--- src/rtl/seven_seg_scanner.sv ---
// Multiplexed common-anode 7-segment scanner with frame-synchronous shadow load.
// Optional blink support is enabled by defining SEVSEG_BLINK_EN.
module seven_seg_scanner #(
  parameter int N_DIGITS     = 4,
  parameter int DIGIT_CYCLES = 100000,
  parameter int DEAD_CYCLES  = 2000,
  parameter int BLINK_FRAMES = 250
) (
  input  logic                  clk,
  input  logic                  rst,
  input  logic [4*N_DIGITS-1:0] value,
  input  logic [N_DIGITS-1:0]   dp,
  input  logic                  load,
  input  logic                  lz_blank,
`ifdef SEVSEG_BLINK_EN
  input  logic [N_DIGITS-1:0]   blink,
`endif
  output logic                  pending,
  output logic                  frame,
  output logic [N_DIGITS-1:0]   an,
  output logic [7:0]            seg
);

  localparam int CW = (DIGIT_CYCLES > 1) ? $clog2(DIGIT_CYCLES) : 1;
  localparam int IW = (N_DIGITS > 1) ? $clog2(N_DIGITS) : 1;

  logic [CW-1:0]         cnt;
  logic [IW-1:0]         idx;
  logic [4*N_DIGITS-1:0] shadow;
  logic [N_DIGITS-1:0]   shadow_dp;
  logic [4*N_DIGITS-1:0] active;
  logic [N_DIGITS-1:0]   active_dp;

  logic                  wrap;
  logic                  boundary;
  logic                  dead;
  logic [3:0]            nib;
  logic                  dsel;
  logic                  off;
  logic [N_DIGITS-1:0]   lz_mask;
  logic                  zero_run;

  function automatic logic [6:0] hexenc(input logic [3:0] h);
    logic [6:0] s;
    s = 7'h7F;
    unique case (h)
      4'h0: s = 7'h40;
      4'h1: s = 7'h79;
      4'h2: s = 7'h24;
      4'h3: s = 7'h30;
      4'h4: s = 7'h19;
      4'h5: s = 7'h12;
      4'h6: s = 7'h02;
      4'h7: s = 7'h78;
      4'h8: s = 7'h00;
      4'h9: s = 7'h10;
      4'hA: s = 7'h08;
      4'hB: s = 7'h03;
      4'hC: s = 7'h46;
      4'hD: s = 7'h21;
      4'hE: s = 7'h06;
      4'hF: s = 7'h0E;
    endcase
    return s;
  endfunction

  assign wrap     = (cnt == CW'(DIGIT_CYCLES - 1));
  assign boundary = wrap && (idx == IW'(N_DIGITS - 1));
  assign dead     = (cnt < CW'(DEAD_CYCLES));
  assign frame    = boundary;

`ifdef SEVSEG_BLINK_EN
  localparam int FW = (BLINK_FRAMES > 1) ? $clog2(BLINK_FRAMES) : 1;
  logic [FW-1:0] fcnt;
  logic          phase;

  always_ff @(posedge clk) begin
    if (rst) begin
      fcnt  <= '0;
      phase <= 1'b1;
    end else if (boundary) begin
      if (fcnt == FW'(BLINK_FRAMES - 1)) begin
        fcnt  <= '0;
        phase <= ~phase;
      end else begin
        fcnt <= fcnt + FW'(1);
      end
    end
  end
`endif

  // Blanking walks down from the top digit while every nibble seen is zero.
  always_comb begin
    zero_run = 1'b1;
    lz_mask  = '0;
    for (int k = N_DIGITS - 1; k >= 0; k--) begin
      zero_run   = zero_run && (active[4*k +: 4] == 4'h0);
      lz_mask[k] = lz_blank && zero_run && (k != 0);
    end
  end

  always_comb begin
    nib  = 4'h0;
    dsel = 1'b0;
    off  = 1'b0;
    for (int k = 0; k < N_DIGITS; k++) begin
      if (idx == IW'(k)) begin
        nib  = active[4*k +: 4];
        dsel = active_dp[k];
        off  = lz_mask[k];
`ifdef SEVSEG_BLINK_EN
        off  = off || (!phase && blink[k]);
`endif
      end
    end
  end

  always_ff @(posedge clk) begin
    if (rst) begin
      cnt       <= '0;
      idx       <= '0;
      shadow    <= '0;
      shadow_dp <= '0;
      active    <= '0;
      active_dp <= '0;
      pending   <= 1'b0;
      an        <= '1;
      seg       <= 8'hFF;
    end else begin
      cnt <= wrap ? '0 : cnt + CW'(1);
      if (wrap)
        idx <= boundary ? '0 : idx + IW'(1);

      if (load) begin
        shadow    <= value;
        shadow_dp <= dp;
      end

      // A load on the boundary itself goes straight to the display.
      if (boundary) begin
        if (load) begin
          active    <= value;
          active_dp <= dp;
        end else if (pending) begin
          active    <= shadow;
          active_dp <= shadow_dp;
        end
        pending <= 1'b0;
      end else if (load) begin
        pending <= 1'b1;
      end

      if (dead) begin
        an  <= '1;
        seg <= 8'hFF;
      end else begin
        an  <= ~(N_DIGITS'(1) << idx);
        seg <= off ? 8'hFF : {~dsel, hexenc(nib)};
      end
    end
  end

endmodule

--- config.mk ---
export PLATFORM = sky130hd
export DESIGN_NAME = seven_seg_scanner
export DESIGN_NICKNAME = d
export VERILOG_FILES = /design/src/rtl/seven_seg_scanner.sv
export SDC_FILE = /design/constraint.sdc
export NUM_CORES = 1
export LEC_CHECK = 0
export ABC_AREA = 1
export CORE_MARGIN = 3
export CORE_UTILIZATION = 34
export CTS_BUF_LIST = sky130_fd_sc_hd__clkbuf_4 sky130_fd_sc_hd__clkbuf_8 sky130_fd_sc_hd__clkbuf_16
export DETAILED_ROUTE_END_ITERATION = 16
export HOLD_SLACK_MARGIN = 0.1
export SLEW_MARGIN = 10
export SYNTH_ARGS = -nofsm -noshare
export SYNTH_HDL_FRONTEND = slang
export SYNTH_SLANG_ARGS = --single-unit
--- constraint.sdc ---
create_clock -name clk -period 2.5 [get_ports clk]
set_input_delay 0.5 -clock clk [delete_from_list [all_inputs] [get_ports clk]]
set_output_delay 0.5 -clock clk [all_outputs]
set_load 0.01 [all_outputs]
# Word level (Yosys, flattened, before mapping)
# Memories as Yosys holds them, arrays and structs flattened. A register that Yosys moved wholly into a read port is not among the register bits.
# Index checks and enable logic that the tools add are counted.
# W data, S select, Z words.
# totals
rom_bits,112
input_bits,24
n_memories,1
reg_bits,72
# memory_table
memory,depth,width,read_ports,rd_ports_with_merged_regs,wr,line_no,rtl
(name not given),16,7,1,1,0,46,unique case (h)
# op_classes
addsub,2
shift,1
n_eq_ne,4
n_reduce_logical,16
muxes,16
n_bitwise,2
order_cmp,1
# op_table
op,count
$mux W16,2
$mux W4,6
$add A17 B1 Y17 const B,1
$eq A17 B17 Y1 const B,1
$lt A17 B11 Y1 const B,1
$logic_not A4 Y1,3
$mux W1,7
$logic_and A1 B1 Y1,6
$reduce_or A2 Y1,3
$eq A2 B2 Y1 const B,2
$not A4 Y4,1
$shl A1 B2 Y4 const A,1
$reduce_or A3 Y1,1
$add A2 B1 Y2 const B,1
$eq A2 B1 Y1 const B,1
$logic_not A2 Y1,1
$mux W2,1
$reduce_and A2 Y1,1
$reduce_bool A2 Y1,1
$not A1 Y1,1

# Depth between registers and ports, before layout
# Gate-level depths: netlist of the first run.
# logic_depth
word_depth,8
ltp_mapped,13

# Worst setup path before layout of the first run
# OpenSTA, ideal clock, no wires.
# synth_timing
path_type,register to register
startpoint,reg idx[0]
endpoint,reg seg[1]
path_stages_with_launch,12
t_arrival_ns,1.925
slack_ns,0.460
synth_period_minus_slack_ns,2.040
setup_ns,0.114
path_cell_list,dfxtp_1 inv_1 ha_1 buf_2 a21oi_1 o21ai_0 a21boi_0 ha_1 nand2_1 nor2_1 nor2_1 nand2_1
# synth_via
elab_chain_len,5
word_cells_on_any_way,12
# synth_lines
element,line_no,rtl
from (decl),28,logic [IW-1:0] idx;
from (signal assigned),132,idx <= boundary ? '0 : idx + IW'(1);
$eq A2 B1 Y1 / $logic_not A2 Y1 (equally long branches),107,if (idx == IW'(k)) begin
$mux W1 / $mux W4 (equally long branches) (3 in a row),107,
$reduce_or A3 Y1 (no source line) / $mux W4 (equally long branches),--,
to (decl),21,output logic [7:0] seg
# Several ways; a longest one is shown, not always the timed one.
# A chain may end at the register's enable or synchronous reset.

# Final worst setup path of the first run
# layout_timing
startpoint,reg idx[0]
endpoint,reg seg[5]
# The elaborated chain is that of the path after synthesis.

==> results of run 1 <==
[where the power goes]
| group | internal [mW] | switching, mW | leakage (nW) |
|---|---|---|---|
| logic | 0.0680 | 0.0656 | 1.19 |
| registers | 1.17 | 0.00831 | 0.586 |
| clock network | 0.747 | 0.426 | 0.133 |
| total | 1.98 | 0.500 | 1.91 |
[logic make-up after synthesis]
group | count (synthesis) | synth area share
buffers and inverters | 93 | 0.109
AND/OR/NAND/NOR | 265 | 0.322
flip-flops | 72 | 0.416
multiplexers | 20 | 0.0578
AO/OA/AOI/OAI | 26 | 0.0401
adder cells (fa/ha/maj) | 11 | 0.0398
XOR/XNOR | 6 | 0.0152
[layout make-up]
class / count / area [µm²] / area share
clock buffers: 12 / 165 / 0.0387
inverters: 74 / 278 / 0.0651
repair buffers: 49 / 463 / 0.109
multi-input cells: 328 / 1650 / 0.387
clock inverters: 4 / 98.8 / 0.0232
well taps: 133 / 166 / 0.0390
flip-flops and latches: 72 / 1440 / 0.338
[cell usage after synthesis]
library cell,number
sky130_fd_sc_hd__nand2_2,2
sky130_fd_sc_hd__dfxtp_1,72
sky130_fd_sc_hd__buf_4,1
sky130_fd_sc_hd__o21ai_0,6
sky130_fd_sc_hd__nand3_2,1
sky130_fd_sc_hd__a21boi_0,1
sky130_fd_sc_hd__nand2_1,124
sky130_fd_sc_hd__xnor2_1,1
sky130_fd_sc_hd__buf_1,5
sky130_fd_sc_hd__nor3_1,8
sky130_fd_sc_hd__a22oi_1,1
sky130_fd_sc_hd__a21boi_1,1
sky130_fd_sc_hd__inv_2,2
sky130_fd_sc_hd__inv_1,72
sky130_fd_sc_hd__nand3_1,22
sky130_fd_sc_hd__clkbuf_2,1
sky130_fd_sc_hd__mux2i_1,20
sky130_fd_sc_hd__o22ai_1,1
sky130_fd_sc_hd__nand4_1,22
sky130_fd_sc_hd__buf_2,7
sky130_fd_sc_hd__buf_6,2
sky130_fd_sc_hd__nor2_4,1
sky130_fd_sc_hd__clkbuf_1,3
sky130_fd_sc_hd__nor3b_1,2
sky130_fd_sc_hd__ha_1,11
sky130_fd_sc_hd__a21oi_1,16
sky130_fd_sc_hd__xor2_1,5
sky130_fd_sc_hd__nor2_1,83
[flip-flops by register name, indices dropped and copies added (netlist names)]
signal	cells
pending	1
active_dp	4
cnt	17
shadow_dp	4
active	16
shadow	16
idx	2
seg	8
an	4
[per-stage QoR]
stage / instance area (µm²) / cells
finish: 4260 / 672
global route: 4260 / 672
CTS: 4260 / 672
detailed placement: 3990 / 656
global placement: 3990 / 656
floorplan: 3460 / 493
[worst paths after layout]
kind	end	slack, ps
max	seg[5]	420
min reg2reg	cnt[0]	420
min	cnt[0]	420
max reg2reg	seg[5]	420
[per-layer routing]
layer,track usage,vias up,part of all wire
met2,0.237,50,0.49
met5,0,-,0
met3,0.0397,17,0.039
li1,-,1607,-
met1,0.155,1353,0.45
met4,0.0521,0,0.020
[critical path: cells and delay by family, from the launching register on]
family                   cells  cell delay, ps
AO/OA/AOI/OAI                2             300
adder cells (fa/ha/maj)      2             540
buffers and inverters        3             330
flip-flops                   1             380
AND/OR/NAND/NOR              5             390
[repair_timing]
action	CTS	global route
resized for setup	3	1
buffers inserted	0	0
cloned	0	0
endpoints found under the setup margin	1	1
==> summary by stage, run 1 <==
Global routing
The global-route wire length before repair is 12600 µm. The largest net degree at the start of global routing is 25. The total routing usage reported by global routing is 0.135.

The number of global-route vias before repair was 2969. Summed over all layers, the global routing overflow is 0. The initial antenna violation count came to 0.

Place
The number of port buffers is 37. The placer's final routability congestion estimate is 0.823. Detailed placement ended at an HPWL of 5520 µm. At the placement stage, the worst setup path has a slack of 326 ps.

Detailed routing
Wires add up to 7220 µm. In the final routed layout, each cell accounts on average for 10.7 µm. Once detail routing completed, the nets flagged for antenna violations numbered 0.

Summing over every cut layer, the via total after detailed routing is 3027. The via count normalized by instance count is 4.50. The number of search-and-repair iterations in the first detailed-routing pass is 4. In the routed design, unresolved DRC markers number 0.

The number of violations reported at the end of detailed-routing iteration 0 is 86.

CTS
The H-tree was split into 3 levels. The root buffer cell chosen for the clock tree is sky130_fd_sc_hd__clkbuf_8. At the later pin of the worst-skew pair, clock insertion delay measures 340 ps. The number of hold buffers added after CTS was 0. The number of clock sinks is 72. The clock-pin slew reported for the worst setup and hold paths after clock tree synthesis is 70 ps. The CTS buffer count is 9.

TritonCTS built the clock tree. In this run the deepest clock path goes through 2 buffers.

Finish
The library cells used most frequently in the layout, excluding fill and tap cells, are sky130_fd_sc_hd__nand2_1 (124), sky130_fd_sc_hd__nor2_1 (83), sky130_fd_sc_hd__inv_1 (72). For this run, the post-layout net count is 569. The filler cells instantiated in the layout total 1048. From synthesis to final layout, the design area changed by 23.2%.

For this run, the share of the core covered by cells in the final layout is 0.434. The commonest non-fill, non-tap cell in the layout is sky130_fd_sc_hd__nand2_1. The fraction of final layout cells sized beyond drive strength 1 is 0.0686.

The number of antenna diodes in the final layout is 0.

Power and ir drop
The leakage power summed over all cells is 1.91 nW. In this run the power density over the cells is 583 nW/µm². The peak supply drop is 298 µV. The post-layout total power is 2.49 mW.

Worst setup path
The critical path's slowest cell is sky130_fd_sc_hd__dfxtp_1. The endpoint arrival time on the critical path is 2290 ps. The startpoint identified for the worst register-to-register timing path is idx[0]. The largest fanout on the critical path is 11. By instance count, the cell type seen most on the critical path is sky130_fd_sc_hd__nand2_1. The type of the worst setup path is register to register.

Tracing the worst setup path back leads to its startpoint at idx[0]. STA classifies the critical path endpoint as a register. Data on the critical path is required at its endpoint by 2710 ps.

Walking the worst path, the cells encountered are inv_1 > ha_1 > a21oi_1 > nand2_1 > a21boi_1 > buf_4 > inv_1 > ha_1 > nand2_1 > nand2_1 > nand2_1 > nand3_1. The largest single stage delay on the critical path is 380 ps. The worst register-to-register path has a depth of 12.

The startpoint class of the critical path is a register.

Yosys
The post-synthesis net count is 528. In this run the cell area of the synthesized design comes to 3460 µm². The proportion of netlist area held by the largest area contributor is 0.416. The cell taking the most area after synthesis is sky130_fd_sc_hd__dfxtp_1.

The sequential fraction of the synthesis area is 0.416. The number of synthesis warnings is 0. By area the synthesized netlist is led by sky130_fd_sc_hd__dfxtp_1 (42%), sky130_fd_sc_hd__nand2_1 (13%), sky130_fd_sc_hd__nor2_1 (9.0%), sky130_fd_sc_hd__inv_1 (7.8%), sky130_fd_sc_hd__mux2i_1 (5.8%). In this run, synthesis produced a sequential element count of 72. The synthesized instance count is 493.

Yosys mapped the design onto 28 distinct sky130hd cell types. The average instance area after synthesis is 7.02 µm².

Timing
The count of endpoints failing hold in the final timing report is 0. Setup repair after global routing left no endpoint under its margin. The highest clock frequency the design can meet is 0.480 GHz. The max-slew violation count is 0. The portion of the clock cycle consumed by the worst path in the final layout is 0.833. Counting I/O delays and the setup requirement, the final critical path takes 2080 ps.

The final-report setup violation count is 0. The worst pin sits at a relative slew slack of 0.709. The smallest setup slack after layout is 418 ps. Clock skew on the completed layout was measured at 6.87 ps. The aggregate negative setup slack is 0 ps. For the pin with the worst max-slew slack, the measured transition is 437 ps.

The worst hold-check slack is 420 ps.

Min path
The tightest min-delay check is of the register to register type. The worst hold path depth is 1. The start point of the worst min-delay path is cnt[0].

Die
In this run the core area contains 36 standard-cell rows. The die is 107 µm tall. The horizontal die dimension is 107 µm. The floorplan step defined a die boundary enclosing 11400 µm². In this run the standard cell core region covers 9820 µm². The count of pins on the block boundary is 38. The initial utilization of the core area, before any placement, comes to 0.353.

Outcome
The flow ran to the end, and the final reports show no timing, DRC or antenna violations.

Job
The total of max-cap violations is 0.
Note: power is estimated with default switching activity, not from simulation.
==> run 2: changes to the inputs <==
==> constraint.sdc (replaced) <==
create_clock -name clk -period 2 [get_ports clk]
set_input_delay 0.4 -clock clk [delete_from_list [all_inputs] [get_ports clk]]
set_output_delay 0.4 -clock clk [all_outputs]
set_load 0.01 [all_outputs]
==> summary by stage, run 2 (synthesis gave the netlist of run 1 again) <==
Outcome
The flow ran to the end, and the final reports show no timing, DRC or antenna violations.

Finish
The register name with the most flops is cnt. The area growth from synthesis to layout is 24.3%. The number of flip-flops under the largest register name is 17. The library cell used most frequently in the layout, excluding fill and tap cells, is sky130_fd_sc_hd__nand2_1. The fraction of final layout cells sized beyond drive strength 1 is 0.102. The top cell types in the final layout, fill and taps aside, are sky130_fd_sc_hd__nand2_1 (122), sky130_fd_sc_hd__nor2_1 (82), sky130_fd_sc_hd__inv_1 (70).

At the end of the flow the core is filled with cells to 0.438. In the final layout, the registers with the most flip-flops are cnt x17, active x16, shadow x16. The antenna diode count is 0. The layout net count is 571.

Die
The floorplan core area is 9820 µm². Measured along the y axis, the die boundary spans 107 µm. The initial utilization of the core area, before any placement, comes to 0.353.

The horizontal die dimension is 107 µm. The count of pins on the block boundary is 38. The full die area is 11400 µm². The number of placement rows is 36.

Timing
Of the available clock period, the critical path in the final layout requires 0.930. The final-report setup violation count is 0. The max-slew violation count came to 0.

The worst clock skew is 11.7 ps. The worst hold-check slack is 451 ps. Headroom to the max-slew limit came out at 0.726. The routed design could run at a clock period as short as 1860 ps.

The highest clock frequency the design can meet is 0.538 GHz. For the pin with the worst max-slew slack, the measured transition is 412 ps. The count of endpoints failing hold in the final timing report is 0.

CTS
The clock-pin slew reported for the worst setup and hold paths after clock tree synthesis is 80 ps. The cell sitting at the root of the clock tree is a sky130_fd_sc_hd__clkbuf_8. The clock net in this run drives a total of 72 sinks. The clock tree from TritonCTS is done.

The clock tree synthesis step divided the H-tree into 3 levels. In this run the deepest clock path goes through 2 buffers. The worst-skew pair later-pin latency is 340 ps. The hold-fix buffer count after cts is 0. The CTS buffer count is 9.

Detailed routing
The final routed DRC violation total is 0. The final wirelength is 7340 µm. In the routed layout, each cell is associated on average with a via count of 4.42. The total number of vias is 2977.

The number of search-and-repair iterations in the first detailed-routing pass is 4. Once detail routing completed, the nets flagged for antenna violations numbered 0. The met2 wire length is 3770 µm. The highest routed metal layer is met4. The routed design uses 210 µm of met3 wire.

In the final routed layout, each cell accounts on average for 10.9 µm. For this block, wires on met1 add up to 3250 µm. After the first detailed-routing iteration, the DRC count stood at 91.

Worst setup path
The origin of the critical flop-to-flop path is idx[0]. The most critical setup path has its startpoint at cnt[0]. The nature of the critical path endpoint is an output port. The number of cells on the worst reg-to-reg path is 11. The register-to-register setup slack is 170 ps. The required time at the endpoint of the critical path is 1600 ps. By startpoint and endpoint, the worst setup path is classified as register to output port. The largest fanout on the critical path is 3. The worst flop-to-flop path endpoint is seg[1]. The endpoint arrival time on the critical path is 1460 ps. The worst setup path is launched from a register. In this run the worst setup path terminates at frame.

Global routing
The final global-route overflow total is 0. The number of global-route vias before repair is 2993. The initial antenna violation count is 0. The first global-routing pass estimated 12700 µm of wire. The largest net degree at the start of global routing is 25. The total routing usage reported by global routing is 0.137.

Job
The total of max-cap violations is 0.

Power and ir drop
The leakage power summed over all cells is 1.87 nW. After layout, the design draws a total of 2.82 mW. Power spread over the standard cell area amounts to 656 nW/µm². VDD sags by at most 282 µV.

Min path
The path class of the lowest-slack min-delay path is register to register.

Place
The congestion estimate from routability-driven global placement came to 0.849. The post-DP HPWL is 5560 µm. Port buffering added 37 buffers.
## run 2: how the worst min path moves through the flow
stage | end | from | cells past startpoint
after floorplan | cnt[0] | cnt[0] | 1
after global placement | cnt[0] | cnt[0] | 1
after detailed placement | cnt[0] | cnt[0] | 1
after CTS | cnt[0] | cnt[0] | 1
after global routing | cnt[0] | cnt[0] | 1
final | cnt[0] | cnt[0] | 1
## run 2: repair_timing
item	in CTS	in global routing
setup endpoints to repair	4	30
buffers inserted	0	0
pin swaps	0	3
gates resized for setup	7	22
## run 2: final cells by class
cell class,count,area [µm²]
clock inverter,6,67.6
tap,133,166
clock buffer,10,138
fill,1076,5520
sequential,72,1450
multi-input combinational,328,1720
timing repair buffer,51,483
inverter,74,278
## run 2: layer usage
| metal | GRT usage | vias to the layer above |
|---|---|---|
| met4 | 0.0511 | 0 |
| met5 | 0 | - |
| met3 | 0.0373 | 9 |
| met2 | 0.242 | 37 |
| li1 | - | 1614 |
| met1 | 0.156 | 1317 |
## run 2: power breakdown
part	switching (mW)	total, mW	internal [mW]
combinational	0.0839	0.174	0.0899
clock	0.561	1.18	0.614
sequential	0.0115	1.47	1.46
total	0.656	2.82	2.17
## run 2: worst max-delay path, stage by stage (launching register included)
cell,delay (ps)
sky130_fd_sc_hd__dfxtp_2,370
sky130_fd_sc_hd__ha_4,150
sky130_fd_sc_hd__nand3_2,60
sky130_fd_sc_hd__nor2_1,100
sky130_fd_sc_hd__nand2_1,90
sky130_fd_sc_hd__nor2_4,120
sky130_fd_sc_hd__nand2_2,60
sky130_fd_sc_hd__inv_1,50
sky130_fd_sc_hd__buf_2,120
## run 2: stage by stage
stage	instance area (µm²)	setup slack, ps	setup TNS, ps	instances
final	4300	140	0	674
after global routing	4300	-31.7	-31.7	674
after CTS	4230	-9.29	-9.29	674
after detailed placement	4020	-5.41	-10.5	658
after global placement	4020	59.3	0	658
after floorplan	3460	18.4	0	493
==> run 3: changes to the inputs <==
--- a/config.mk
+++ b/config.mk
@@ -5,7 +5,6 @@
 export SDC_FILE = /design/constraint.sdc
 export NUM_CORES = 1
 export LEC_CHECK = 0
-export ABC_AREA = 1
 export CORE_MARGIN = 3
 export CORE_UTILIZATION = 34
 export CTS_BUF_LIST = sky130_fd_sc_hd__clkbuf_4 sky130_fd_sc_hd__clkbuf_8 sky130_fd_sc_hd__clkbuf_16
@@ -15,3 +14,4 @@
 export SYNTH_ARGS = -nofsm -noshare
 export SYNTH_HDL_FRONTEND = slang
 export SYNTH_SLANG_ARGS = --single-unit
+export TNS_END_PERCENT = 5
==> constraint.sdc (replaced) <==
create_clock -name clk -period 1.83 [get_ports clk]
set_input_delay 0.366 -clock clk [delete_from_list [all_inputs] [get_ports clk]]
set_output_delay 0.366 -clock clk [all_outputs]
set_load 0.01 [all_outputs]
==> summary by stage, run 3 <==
Worst setup path
The count of buffering cells on the critical path with inverters included is 2. Along the worst path, the maximum fanout reaches 7. For the worst setup path, the data required time is 2050 ps. The origin of the critical flop-to-flop path is idx[1].

Traced cell by cell, the critical path runs through inv_4 > ha_4 > nand3b_1 > a221oi_4 > inv_2 > ha_4 > mux2_4 > nand2_2 > o311ai_1. On the critical path the largest part of the delay comes from compound AO/OA/AOI/OAI gates. The critical path's slowest cell is sky130_fd_sc_hd__dfxtp_4. The cell seen most often among critical-path stages is sky130_fd_sc_hd__ha_4. The largest single stage delay on the critical path is 380 ps. The type of the worst setup path is register to register. The startpoint class of the critical path is a register.

The endpoint arrival time on the critical path is 2250 ps. In this run the worst setup path begins at idx[1]. The nature of the critical path endpoint is a register.

Yosys
The most common cell in the synthesized netlist is sky130_fd_sc_hd__dfxtp_1. The synthesized design contains 72 register bits. The average instance area after synthesis is 10.2 µm². Counting flops with a built-in enable in the synthesized netlist gives 0.

By area the synthesized netlist is led by sky130_fd_sc_hd__dfxtp_1 (42%), sky130_fd_sc_hd__mux2_4 (8.8%), sky130_fd_sc_hd__mux2i_1 (6.8%), sky130_fd_sc_hd__nor2_1 (5.6%), sky130_fd_sc_hd__ha_1 (4.1%). The number of synthesis warnings is 0. The number of distinct library cells after synthesis is 54.

The dominant register cell in the synthesized netlist is sky130_fd_sc_hd__dfxtp_1. Sorting the synthesized cells by how often they occur yields sky130_fd_sc_hd__dfxtp_1 (72), sky130_fd_sc_hd__nor2_1 (51), sky130_fd_sc_hd__mux2i_1 (23), sky130_fd_sc_hd__nand2_1 (21), sky130_fd_sc_hd__mux2_4 (20). Counting flops with an async set or reset pin after synthesis yields a share of 0. The synthesized instance count is 332. The proportion of netlist area held by the largest area contributor is 0.424.

Of all cell types, the one taking the most synthesized area is sky130_fd_sc_hd__dfxtp_1. For this run, the register share of the synthesized area comes to 0.424. The number of nets handed over by synthesis was 367. In this run the cell area of the synthesized design comes to 3400 µm².

Finish
The layout-stage area growth over the synthesis result is 33.3%. Once layout is done, the placed cells without fillers occupy 4530 µm². The commonest non-fill, non-tap cell in the layout is sky130_fd_sc_hd__dfxtp_1. The combined flip-flop and latch cell area is 1450 µm². The layout net count is 453.

The register with the most flip-flops in the layout has 17 of them. The register name with the most flops is cnt. The library cells used most frequently in the layout, excluding fill and tap cells, are sky130_fd_sc_hd__dfxtp_1 (69), sky130_fd_sc_hd__buf_4 (55), sky130_fd_sc_hd__nor2_1 (49).

The repair_antennas step left the layout with diodes totalling 0. In the final layout, the registers with the most flip-flops are cnt x17, active x16, shadow x16. In the final layout, the multi-input gates occupy 1890 µm². Of the cells placed in the final design, the portion with a size suffix greater than 1 is 0.307. The filler cells instantiated in the layout total 942.

Power and ir drop
The ratio of total power to cell area is 644 nW/µm². Summing internal, switching and leakage power gives 2.92 mW. The peak supply drop is 401 µV. Summed over all cells, the static leakage comes to 1.93 nW.

Timing
The worst pin sits at a relative slew slack of 0.640. For the finished layout, the period the worst path requires is 2030 ps. Setup repair after global routing could not meet its margin everywhere.

The smallest setup slack after layout is -197 ps. The portion of the clock cycle consumed by the worst path in the final layout is 1.11. The aggregate negative setup slack is -1220 ps. The slew at the pin closest to its max-slew limit is 540 ps.

The final-report setup violation count is 27. Clock skew on the completed layout was measured at 8.20 ps. The count of endpoints failing hold in the final timing report was 0. The highest clock frequency the design can meet is 0.493 GHz. The max-slew violation count is 0.

Place
Routability-driven placement finished with a final weighted congestion of 0.869. The post-DP HPWL is 5190 µm. In this run the cell area measured after placement is 4270 µm².

The number of port buffers is 37. At the placement stage, the worst setup path has a slack of -251 ps.

CTS
In this run the number of H-tree levels came out at 3. TritonCTS built the clock tree. The tree is rooted in a sky130_fd_sc_hd__clkbuf_8. TritonCTS created 9 clock buffers. The worst-skew pair later-pin latency is 350 ps. The maximum clock insertion buffer count is 2.

In this run, post-CTS hold repair placed 0 buffers. The clock drives 72 sinks. After clock tree synthesis, the clock-pin slew on the worst setup and hold paths is 80 ps.

Detailed routing
The final wirelength is 7050 µm. Dividing the detail-routed wire length by the instance count gives 12.8 µm. The number of search-and-repair iterations in the first detailed-routing pass is 4. The total number of vias is 2579. In the routed design, unresolved DRC markers number 0.

Dividing the detail-routed via count by the number of cells gives 4.67. The number of violations reported at the end of detailed-routing iteration 0 is 63. The number of nets with antenna violations after detailed routing is 0.

Min path
The start point of the worst min-delay path is active_dp[3]. In this run the worst hold path is classified as register to register.

Global routing
The global-route wire length before repair is 12300 µm. The largest net degree at the start of global routing is 20. Across every metal layer, demand over resource in global routing totals 0.136. The final global-route overflow total is 0. The initial antenna violation count is 0. The number of global-route vias before repair is 2663.

Die
The number of placement rows is 35. For this configuration, the core starts out at a cell density of 0.359. The floorplan core area is 9460 µm². 38 I/O pins were placed. The floorplan step defined a die boundary enclosing 11200 µm². The die height is 106 µm. The die is 106 µm wide.

Job
The total of max-cap violations is 0.

Outcome
The final reports fail on setup timing. The run finished, with violations left.
-- run 3: report_power, final --
part / switching, mW / total, mW / internal, mW
clock: 0.596 / 1.13 / 0.539
sequential: 0.0103 / 1.61 / 1.60
combinational: 0.0740 / 0.173 / 0.0992
total: 0.680 / 2.92 / 2.24
-- run 3: cell families after synthesis --
kind of cell | Yosys count | synth area share
buffers and inverters | 29 | 0.0549
flip-flops | 72 | 0.424
XOR/XNOR | 15 | 0.0387
AO/OA/AOI/OAI | 21 | 0.0527
multiplexers | 46 | 0.166
AND/OR/NAND/NOR | 138 | 0.223
adder cells (fa/ha/maj) | 11 | 0.0405
-- run 3: repair_timing --
item,4_1_cts,5_1_grt
gates resized for setup,23,3
pin swaps,10,2
setup buffers,1,0
endpoints found under the setup margin,29,44
-- run 3: per-stage QoR --
| stage | utilization | hold slack [ps] | cells |
|---|---|---|---|
| 6_report | 0.478 | 513 | 552 |
| 5_1_grt | 0.478 | 546 | 552 |
| 4_1_cts | 0.478 | 517 | 552 |
| 3_5_place_dp | 0.451 | 493 | 535 |
| 3_3_place_gp | 0.451 | 496 | 535 |
| 2_1_floorplan | - | 430 | 332 |
-- run 3: metal layers --
metal  vias to the layer above  routed length (µm)  global-route usage
met4                         0                 218              0.0638
met2                        47                3340               0.224
met3                        22                 232              0.0316
li1                       1301                   -                   -
met1                      1209                3250               0.168
met5                         -                   0                   0
-- run 3: path summary, 6_finish.rpt --
check,slack [ps],end,cells after the start
min reg2reg,510,seg[7],3
min,510,seg[7],3
max reg2reg,-200,seg[5],9
max,-200,seg[5],9
-- run 3: final cells by class --
| type | count | area share |
|---|---|---|
| Tap cell | 129 | 0.0357 |
| Clock buffer | 11 | 0.0321 |
| Clock inverter | 5 | 0.00719 |
| Multi-Input combinational cell | 231 | 0.418 |
| Sequential cell | 72 | 0.320 |
| Timing Repair Buffer | 94 | 0.178 |
| Inverter | 10 | 0.00885 |
-- run 3: tightest hold or removal path, delay by kind of cell (launching register included) --
| family | cells | cell delay (ps) |
|---|---|---|
| AO/OA/AOI/OAI | 1 | 70 |
| flip-flops | 1 | 320 |
| AND/OR/NAND/NOR | 2 | 110 |
